===== src/rtl/dmi_req_sync_ctrl.sv =====
// DMI request controller: synchronizes TAP strobes into clk, issues one debug-module request at a time.
// Optional response timeout enabled by defining DMI_RSP_TIMEOUT_EN.
module dmi_req_sync_ctrl #(
    parameter int ADDR_WIDTH     = 7,
    parameter int DATA_WIDTH     = 32,
    parameter int SYNC_STAGES    = 2,
    parameter int TIMEOUT_CYCLES = 255
) (
    input  logic                  clk,
    input  logic                  rst_n,
    input  logic                  jtag_wr_en,
    input  logic                  jtag_rd_en,
    input  logic [ADDR_WIDTH-1:0] jtag_addr,
    input  logic [DATA_WIDTH-1:0] jtag_wdata,
    input  logic                  jtag_dmi_reset,
    output logic                  core_req_valid,
    output logic                  core_req_write,
    output logic [ADDR_WIDTH-1:0] core_req_addr,
    output logic [DATA_WIDTH-1:0] core_req_wdata,
    input  logic                  core_req_ready,
    input  logic                  core_rsp_valid,
    input  logic [DATA_WIDTH-1:0] core_rsp_data,
    input  logic                  core_rsp_err,
    output logic [DATA_WIDTH-1:0] rsp_rdata,
    output logic [1:0]            dmi_stat,
    output logic                  busy
);

    if (SYNC_STAGES < 2 || SYNC_STAGES > 4 || TIMEOUT_CYCLES < 1 || TIMEOUT_CYCLES > 65535) begin : g_bad_params
        $error("dmi_req_sync_ctrl: SYNC_STAGES must be 2..4 and TIMEOUT_CYCLES 1..65535");
    end

    typedef enum logic [1:0] {
        IDLE     = 2'd0,
        REQ      = 2'd1,
        WAIT_RSP = 2'd2
    } state_e;

    localparam logic [1:0] STAT_OK     = 2'b00;
    localparam logic [1:0] STAT_FAILED = 2'b10;
    localparam logic [1:0] STAT_BUSY   = 2'b11;

    logic [SYNC_STAGES-1:0] wr_sync_q, rd_sync_q, clr_sync_q;
    logic                   wr_hist_q, rd_hist_q, clr_hist_q;
    logic                   wr_edge, rd_edge, clr_edge, strobe_edge;

    state_e                 state_q;
    logic                   req_valid_q, req_write_q, busy_q;
    logic [ADDR_WIDTH-1:0]  req_addr_q;
    logic [DATA_WIDTH-1:0]  req_wdata_q, rdata_q;
    logic [1:0]             stat_q, stat_d;
    logic                   err_evt, ovr_evt, timeout_evt;

    // Each strobe gets its own synchronizer chain plus one history flop for rising-edge detection.
    always_ff @(posedge clk or negedge rst_n) begin
        if (!rst_n) begin
            wr_sync_q  <= '0;
            rd_sync_q  <= '0;
            clr_sync_q <= '0;
            wr_hist_q  <= 1'b0;
            rd_hist_q  <= 1'b0;
            clr_hist_q <= 1'b0;
        end else begin
            wr_sync_q  <= {wr_sync_q[SYNC_STAGES-2:0], jtag_wr_en};
            rd_sync_q  <= {rd_sync_q[SYNC_STAGES-2:0], jtag_rd_en};
            clr_sync_q <= {clr_sync_q[SYNC_STAGES-2:0], jtag_dmi_reset};
            wr_hist_q  <= wr_sync_q[SYNC_STAGES-1];
            rd_hist_q  <= rd_sync_q[SYNC_STAGES-1];
            clr_hist_q <= clr_sync_q[SYNC_STAGES-1];
        end
    end

    assign wr_edge     = wr_sync_q[SYNC_STAGES-1] & ~wr_hist_q;
    assign rd_edge     = rd_sync_q[SYNC_STAGES-1] & ~rd_hist_q;
    assign clr_edge    = clr_sync_q[SYNC_STAGES-1] & ~clr_hist_q;
    assign strobe_edge = wr_edge | rd_edge;

`ifdef DMI_RSP_TIMEOUT_EN
    localparam int CNT_W = $clog2(TIMEOUT_CYCLES + 1);
    localparam logic [CNT_W-1:0] CNT_LAST = CNT_W'(TIMEOUT_CYCLES - 1);

    logic [CNT_W-1:0] to_cnt_q;

    // Held at zero while the request is pending so it starts clean on entry to WAIT_RSP.
    always_ff @(posedge clk or negedge rst_n) begin
        if (!rst_n) begin
            to_cnt_q <= '0;
        end else if (state_q != WAIT_RSP) begin
            to_cnt_q <= '0;
        end else if (!core_rsp_valid) begin
            to_cnt_q <= to_cnt_q + CNT_W'(1);
        end
    end

    assign timeout_evt = (state_q == WAIT_RSP) && !core_rsp_valid && (to_cnt_q == CNT_LAST);
`else
    assign timeout_evt = 1'b0;
`endif

    assign err_evt = ((state_q == WAIT_RSP) && core_rsp_valid && core_rsp_err) || timeout_evt;
    assign ovr_evt = strobe_edge && (state_q != IDLE);

    // Sticky status: a dmireset edge always wins, otherwise only the first nonzero value is kept.
    always_comb begin
        stat_d = stat_q;
        if (clr_edge) begin
            stat_d = STAT_OK;
        end else if (stat_q == STAT_OK) begin
            if (err_evt) begin
                stat_d = STAT_FAILED;
            end else if (ovr_evt) begin
                stat_d = STAT_BUSY;
            end
        end
    end

    always_ff @(posedge clk or negedge rst_n) begin
        if (!rst_n) begin
            state_q     <= IDLE;
            req_valid_q <= 1'b0;
            req_write_q <= 1'b0;
            req_addr_q  <= '0;
            req_wdata_q <= '0;
            rdata_q     <= '0;
            stat_q      <= STAT_OK;
            busy_q      <= 1'b0;
        end else begin
            stat_q <= stat_d;
            case (state_q)
                IDLE: begin
                    if (strobe_edge && (stat_q == STAT_OK)) begin
                        req_addr_q  <= jtag_addr;
                        req_wdata_q <= jtag_wdata;
                        req_write_q <= wr_edge;
                        req_valid_q <= 1'b1;
                        busy_q      <= 1'b1;
                        state_q     <= REQ;
                    end
                end
                REQ: begin
                    if (core_req_ready) begin
                        req_valid_q <= 1'b0;
                        state_q     <= WAIT_RSP;
                    end
                end
                WAIT_RSP: begin
                    if (core_rsp_valid) begin
                        if (!core_rsp_err && !req_write_q) begin
                            rdata_q <= core_rsp_data;
                        end
                        busy_q  <= 1'b0;
                        state_q <= IDLE;
                    end else if (timeout_evt) begin
                        busy_q  <= 1'b0;
                        state_q <= IDLE;
                    end
                end
                default: begin
                    req_valid_q <= 1'b0;
                    busy_q      <= 1'b0;
                    state_q     <= IDLE;
                end
            endcase
        end
    end

    assign core_req_valid = req_valid_q;
    assign core_req_write = req_write_q;
    assign core_req_addr  = req_addr_q;
    assign core_req_wdata = req_wdata_q;
    assign rsp_rdata      = rdata_q;
    assign dmi_stat       = stat_q;
    assign busy           = busy_q;

endmodule


===== config.mk =====
export PLATFORM = sky130hd
export DESIGN_NAME = dmi_req_sync_ctrl
export DESIGN_NICKNAME = d
export VERILOG_FILES = /design/src/rtl/dmi_req_sync_ctrl.sv
export SDC_FILE = /design/constraint.sdc
export NUM_CORES = 1
export LEC_CHECK = 0
export ABC_AREA = 1
export CORE_ASPECT_RATIO = 0.75
export CORE_MARGIN = 5
export CORE_UTILIZATION = 41
export CTS_CLUSTER_DIAMETER = 100
export DETAILED_ROUTE_END_ITERATION = 8
export GPL_ROUTABILITY_DRIVEN = 0
export PLACE_DENSITY_LB_ADDON = 0.15
export SYNTH_ARGS = -nofsm -noshare
export SYNTH_HDL_FRONTEND = slang
export SYNTH_SLANG_ARGS = --single-unit
export TNS_END_PERCENT = 20

===== constraint.sdc =====
create_clock -name clk -period 1.4 [get_ports clk]
set_input_delay 0.21 -clock clk [delete_from_list [all_inputs] [get_ports clk]]
set_output_delay 0.21 -clock clk [all_outputs]
set_load 0.01 [all_outputs]

Yosys cells after proc, flatten, opt, wreduce, memory -nomap -nowiden:

Cells that the tools add are included.

* bits in writable memories: 0
* memories kept: 0
* bits in latches: 0
* bits in registers: 87
* ROM bits: 0
* word-level logic and storage cells: 59

* muxes and demuxes: 13
* equality and inequality tests: 5
* $mul: 0
* $add $sub $neg: 0
* div/mod/pow operators: 0
* reduce and logical (&&, ||, !) cells: 18
* bitwise gates (word level): 9
* $lt $le $gt $ge: 0
* shift-type cells: 0

Operators with widths (count)
* $mux 2: 7
* $reduce_and 3->1: 4
* $ne 2x2->1 const B: 3
* $pmux 1 s3: 2
* $pmux 2 s3: 1
* $logic_and 1x1->1: 5
* $not 1->1: 5
* $logic_not 2->1: 2
* $reduce_and 2->1: 2
* $reduce_bool 2->1: 2
* $and 1x1->1: 3
* $mux 1: 3
* $reduce_bool 3->1: 1
* $eq 2x1->1 const B: 1
* $eq 2x2->1 const B: 1
* $logic_not 1->1: 2
* $or 1x1->1: 1

Depth between registers and ports, before layout:

Gate-level depths: netlist of the first run.

* depth after elaboration: 8
* mapped depth: 9
* gate-level depth less buffers: 8

Least setup slack after synthesis of the first run:

OpenSTA, ideal clock, no wires.

* path type: reg2reg
* start point: register stat_q[1] (netlist: dmi_stat[1])
* end point: register req_addr_q[0] (netlist: core_req_addr[0])
* setup slack: 0.180 ns
* clock period less this slack: 1.220 ns
* arrival time: 1.103 ns
* cell stages (with the launch flop): 8
* path buffers: 1
* cells stage by stage: dfrtp_1 > nor2_1 > nand2_1 > nor2_4 > inv_2 > buf_2 > nand2_1 > nand2_1

* word-level cells in the longest chain between the ends: 3

RTL lines
* start, declared: RTL line 51 `logic [1:0] stat_q, stat_d;`
* start signal, assigned: RTL line 128 `stat_q <= stat_d;`
* $logic_not 2->1: RTL line 131 `if (strobe_edge && (stat_q == STAT_OK)) begin`
* $logic_and 1x1->1: RTL line 131
* $reduce_and 2->1 (no source line)
* end signal, assigned: RTL line 132 `req_addr_q <= jtag_addr;`
* end, declared: RTL line 49 `logic [ADDR_WIDTH-1:0] req_addr_q;`

Every way passes these cells.
A chain may end at the register's enable or synchronous reset.

Worst setup path after layout of the first run:

* start point: register stat_q[1] (netlist: dmi_stat[1])
* end point: register req_write_q (netlist: core_req_write)

* word-level cells in the longest chain between the ends: 3

RTL lines
* $logic_not 2->1: RTL line 131
* $logic_and 1x1->1: RTL line 131
* $reduce_and 2->1 (no source line)
* end signal, assigned: RTL line 134 `req_write_q <= wr_edge;`
* end, declared: RTL line 48 `logic req_valid_q, req_write_q, busy_q;`

Every way passes these cells.

==> flow_metrics.py, run 1 <==
metrics = {
    "hold_path": {
        "hold_path_class": "in -> async",
    },
    "finish": {
        "nets": 608,
        "final_cell_mix": "198 x nand2_1, 87 x dfrtp_1, 77 x clkdlybuf4s50_1, 74 x dlygate4sd2_1, 38 x nand3_1",
        "drive_gt1_share_pct": 7.491,
        "final_common_cell": "nand2_1",
        "num_antenna_cells": 0,
        "area_delta_synth_final_pct": 57.88,
        "finalInstanceArea_um2": 5249,
    },
    "grt": {
        "grt_pass1_vias": 2957,
        "grt_pass1_wl_um": 14520,
        "globalRouteOverflowTotal": 0,
        "grt_max_degree": 33,
        "antenna_found_initial": 0,
        "grtUsageTotal_pct": 18.42,
    },
    "placement": {
        "dp.final_hpwl_um": 6681,
        "io_buffers": 154,
        "placed_area_um2": 5085,
    },
    "critical_path": {
        "critPathKind": "reg -> reg",
        "startpoint": "dmi_stat[1]",
        "end_kind": "flop",
        "startpoint_type": "flop",
        "crit_arrival_ns": 1.59,
        "worstPathRequired_ns": 1.66,
        "path_max_fanout": 14,
        "rr_startpoint": "dmi_stat[1]",
    },
    "cts": {
        "insertion_delay_ns": 0.34,
        "clockBufferDepth": 2,
        "cts-root-buf": "clkbuf_8",
        "h-tree-depth": 3,
        "cts.sinks": 87,
        "clkTransAtPathRegs_ns": 0.09,
        "cts_made_buffers": 9,
        "cts_tree": "yes",
    },
    "logic_synthesis": {
        "yosys_warnings": 0,
        "syn_inst": 366,
        "synth_cell_type_count": 13,
        "synth-seq-cells": 87,
        "ys_seq_area_share_pct": 65.49,
        "synth_nets": 445,
        "syn_area_per_cell_um2": 9.083,
        "synthesis.area_um2": 3324,
    },
    "sta": {
        "worst_pin_slew_ns": 0.3255,
        "hold_ws_ns": 0.3141,
        "fmax_mhz": 750.7,
        "finalSetupViolations": 0,
        "worst_clock_skew_ns": 0.01288,
        "finalCriticalPeriod_ns": 1.332,
        "slew_headroom_pct": 78.30,
        "slew_viol_final": 0,
        "finalHoldViolations": 0,
        "rsz0062_at_grt": "true",
        "layout_worst_path_cycle_share_pct": 95.14,
    },
    "routing": {
        "drt.antenna.violating_nets": 0,
        "drtPass1Iterations": 4,
        "via_count": 2937,
        "routed_via_density": 4.596,
        "wl_per_cell_um": 14.17,
        "drc": 0,
        "drt_wl_total_um": 9055,
        "drt_iter0_drc": 168,
    },
    "power_and_ir_drop": {
        "irDropWorstVdd_uv": 1023,
        "net-switching-power_mw": 3.678,
        "total_power_mw": 10.30,
        "comb_power_share_pct": 40.8,
        "clockPowerShare_pct": 18.6,
        "netSwitchingFraction_pct": 35.70,
        "p_seq_share_pct": 40.6,
        "p_int_mw": 6.624,
        "power.density_nw_per_um2": 1963,
        "p_leak_nw": 2.857,
    },
    "status": {
        "outcome": "completed",
    },
    "floorplan": {
        "start_util_pct": 42.17,
        "die_w_um": 114.0,
        "core-area_um2": 7883,
        "die_h_um": 87.98,
        "rows": 28,
        "ios": 155,
        "die-area_um2": 10030,
    },
    "flow_run": {
        "cap_violations": 0,
    },
}
## worst max-delay path, cell delays in order (launching register included)
cell,delay [ns]
dfrtp_1,0.40
nor2_2,0.16
nand2_2,0.10
nor2_4,0.20
inv_4,0.07
buf_12,0.15
o21ai_0,0.17
## Yosys cell counts
library cell | instances | area share [%]
nor2_1 | 5 | 0.56
buf_6 | 2 | 0.68
o21ai_0 | 2 | 0.30
a21boi_0 | 1 | 0.23
buf_2 | 15 | 2.3
nand3_1 | 38 | 5.7
nand2_1 | 201 | 23
nor2_4 | 1 | 0.34
nor2_2 | 1 | 0.19
dfrtp_1 | 87 | 65
nand4_1 | 1 | 0.19
inv_1 | 9 | 1.0
inv_2 | 3 | 0.34
## timing repair
action,in CTS,in global routing
hold buffers,1,0
endpoints found under the hold margin,19,0
buffers inserted,0,1
gates resized for setup,76,8
endpoints found under the setup margin,76,37
pin swaps,0,1
## worst paths after layout
check	endpoint	slack, ns	depth (start not counted)
setup / recovery	core_req_write	0.07	6
min in group clk	clr_sync_q[0]	0.32	1
hold / removal	core_req_wdata[15]	0.31	2
hold reg to reg	clr_sync_q[1]	0.36	0
setup reg to reg	core_req_write	0.07	6
max in group asynchronous	state_q[0]	0.60	3
## area by class of cell
| class | instances | area (um2) |
|---|---|---|
| Tap cell | 105 | 131.4 |
| Multi-Input combinational cell | 250 | 1017 |
| Sequential cell | 87 | 2177 |
| Clock buffer | 11 | 141.4 |
| Timing Repair Buffer | 169 | 1653 |
| Fill cell | 683 | 2634 |
| Clock inverter | 5 | 81.33 |
| Inverter | 12 | 47.55 |
## routing by layer
metal,GRT usage (%),share of wire (%),up-vias,wire length (um)
met5,0,0,-,0
met4,5.394,1.4,0,124
met3,7.459,8.4,10,762
met2,29.70,49,97,4407
met1,23.12,42,1375,3760
li1,-,-,1455,-
## kinds of logic after synthesis
kind of cell    share of synthesized area (%)
compound gates                         0.5270
buf+inv                                 4.290
flops                                   65.49
simple gates                            29.70
## metrics by stage
step	utilization, %	setup TNS (ns)	std cells	setup slack [ns]
finish	66.59	0	639	0.06799
detailed placement	64.51	-0.7117	621	-0.03792
CTS	66.25	0	638	0.01996
global placement	64.51	-0.1797	621	-0.01953
floorplan	-	0	366	0.1801
global route	66.59	-0.05885	639	-0.02045
## power groups by stage
stage	combinational [mW]	sequential [mW]	clock (mW)
finish	4.21	4.18	1.91
global route	4.70	4.35	2.09
CTS	4.26	4.18	1.98
detailed placement	5.00	4.26	0
global placement	4.89	4.21	0
floorplan	1.45	4.73	0
## flip-flops by register name (all words and copies together), names as in the netlist, 2 cells and up
signal and count:
dmi_stat 2, core_req_addr 7, clr_sync_q 2, core_req_wdata 32, wr_sync_q 2, state_q 2, rsp_rdata 32, rd_sync_q 2
Power figures use the tool's default switching activity.
==> run 2: changes to the inputs <==
--- a/config.mk
+++ b/config.mk
@@ -8,7 +8,8 @@
 export ABC_AREA = 1
 export CORE_ASPECT_RATIO = 0.75
 export CORE_MARGIN = 5
-export CORE_UTILIZATION = 41
+export CORE_UTILIZATION = 42
+export CTS_BUF_LIST = sky130_fd_sc_hd__clkbuf_8
 export CTS_CLUSTER_DIAMETER = 100
 export DETAILED_ROUTE_END_ITERATION = 8
 export GPL_ROUTABILITY_DRIVEN = 0
==> constraint.sdc (replaced) <==
create_clock -name clk -period 1.4 [get_ports clk]
set_input_delay 0.28 -clock clk [delete_from_list [all_inputs] [get_ports clk]]
set_output_delay 0.28 -clock clk [all_outputs]
set_load 0.01 [all_outputs]
==> run 2 against run 1 <==
Effect of this change: sequential share of layout area grew 0.24 points; clock-buffer cell count down 1; combinational power hardly changed; non-clock buffer count rose by 1; design area down 0.57%; register-to-register slack is essentially flat; routed wire length rose by 0.11%; final cell count increased by 0.16%; clock skew is 0.0072 ns lower; worst hold slack gained 0.037 ns; highest routed layer unchanged; largest cell class unchanged; worst setup slack improved by 0.0031 ns; global-route usage increased by 0.65 points; critical path type is now reg -> out.
==> flow_metrics.py, run 2 (synthesis results as in run 1) <==
metrics = {
    "critical_path": {
        "reg2reg_depth": 7,
        "slowest_delay_ns": 0.40,
        "path_cells": "dlygate4sd2_1",
        "path_buf_inv": 1,
        "path_depth": 1,
        "startpoint_type": "flop",
        "crit_family": "flip-flops",
        "worstPathRequired_ns": 1.12,
        "slowest_stage": "dfrtp_1",
        "critPathKind": "reg -> out",
        "path_max_fanout": 2,
        "end_kind": "output pin",
        "crit_arrival_ns": 1.05,
    },
    "sta": {
        "slew_headroom_pct": 78.85,
        "fmax_mhz": 752.5,
        "finalSetupViolations": 0,
        "slew_viol_final": 0,
        "worst_pin_slew_ns": 0.3173,
        "layout_worst_path_cycle_share_pct": 94.92,
        "finalCriticalPeriod_ns": 1.329,
        "finalHoldViolations": 0,
        "worst_clock_skew_ns": 0.005699,
        "hold_ws_ns": 0.3507,
    },
    "cts": {
        "clockBufferDepth": 2,
        "clkTransAtPathRegs_ns": 0.09,
        "h-tree-depth": 3,
        "cts_tree": "yes",
        "cts-root-buf": "clkbuf_8",
        "cts_made_buffers": 9,
        "cts.sinks": 87,
        "insertion_delay_ns": 0.36,
    },
    "routing": {
        "drc": 0,
        "route.met2.wl_um": 4097,
        "drtPass1Iterations": 4,
        "drt_wl_total_um": 9065,
        "via_count": 2968,
        "top_layer_used": "met4",
        "drt_iter0_drc": 140,
        "wl_met3_um": 859,
        "wirelength_met1_um": 3916,
        "wl_per_cell_um": 14.16,
        "drt.antenna.violating_nets": 0,
        "routed_via_density": 4.638,
    },
    "floorplan": {
        "rows": 28,
        "die_w_um": 112.7,
        "core-area_um2": 7812,
        "die-area_um2": 9813,
        "start_util_pct": 42.55,
        "die_h_um": 87.05,
        "ios": 155,
    },
    "finish": {
        "num_antenna_cells": 0,
        "finalInstanceArea_um2": 5219,
        "nets": 609,
        "nFillCells": 661,
        "multi_input_area_um2": 1015,
        "final_cell_mix": "199 x nand2_1, 87 x dfrtp_1, 77 x clkdlybuf4s50_1, 73 x dlygate4sd2_1, 38 x nand3_1",
        "area_delta_synth_final_pct": 56.98,
        "drive_gt1_share_pct": 7.850,
        "regArea_um2": 2177,
        "final_common_cell": "nand2_1",
    },
    "grt": {
        "grt_pass1_wl_um": 14490,
        "grt_pass1_vias": 2882,
        "grt_max_degree": 33,
        "antenna_found_initial": 0,
        "globalRouteOverflowTotal": 0,
        "grtUsageTotal_pct": 19.07,
    },
    "placement": {
        "io_buffers": 154,
        "dp.final_hpwl_um": 6701,
        "placed_area_um2": 5072,
    },
    "status": {
        "outcome": "completed",
    },
    "hold_path": {
        "hold_path_class": "in -> async",
    },
    "power_and_ir_drop": {
        "irDropWorstVdd_uv": 1194,
        "p_leak_nw": 2.846,
        "power.density_nw_per_um2": 1943,
    },
    "flow_run": {
        "cap_violations": 0,
    },
}
-- run 2: path summary, 6_finish.rpt --
kind                          startpoint                 to  slack, ns
min in group clk              jtag_wr_en       wr_sync_q[0]       0.35
setup / recovery           rsp_rdata[28]      rsp_rdata[28]       0.07
max in group asynchronous          rst_n      clr_sync_q[1]       0.55
setup reg to reg             dmi_stat[0]     core_req_write       0.08
hold reg to reg             wr_sync_q[0]       wr_sync_q[1]       0.36
hold / removal                     rst_n  core_req_wdata[0]       0.35
-- run 2: worst reg2reg max path, cell delays in order (launching register included) --
cell     delay (ns)
dfrtp_1        0.40
nor2_2         0.15
nand2_2        0.09
nor2_4         0.19
inv_2          0.09
buf_12         0.16
nand2_1        0.06
o21ai_0        0.06
-- run 2: power breakdown --
group          internal [mW]  switching, mW  total (mW)
combinational           1.96           2.27        4.23
clock                  0.863          0.875        1.74
sequential              3.61          0.560        4.17
total                   6.43           3.71        10.1
-- run 2: layout make-up --
type                            count  area share [%]
Clock buffer                       10           2.637
Clock inverter                      6           1.175
Inverter                           12          0.8631
Multi-Input combinational cell    250           19.44
Sequential cell                    87           41.72
Tap cell                          105           2.517
Timing Repair Buffer              170           31.65
-- run 2: metrics by stage --
step                      total power, mW  worst slack, ns  utilization, %  cells  TNS (ns)
after floorplan                     6.176           0.1801               -    366         0
after global placement              9.065         -0.08158           64.93    621    -2.263
after detailed placement            9.231          -0.1060           64.93    621    -2.635
after CTS                           10.22         0.009826           66.38    638         0
after global routing                10.95         -0.01091           66.80    640  -0.01091
final                               10.14          0.07106           66.80    640         0
-- run 2: per-layer routing --
layer  vias up  GRT usage (%)
met5         -              0
met4         0          6.769
met3        17          9.028
met2       102          29.09
met1      1396          23.98
li1       1453              -
-- run 2: timing repair --
item,4_1_cts,5_1_grt
hold buffers,1,0
endpoints found under the setup margin,108,42
pin swaps,0,2
setup buffers,0,2
endpoints found under the hold margin,18,0
gates resized for setup,84,6
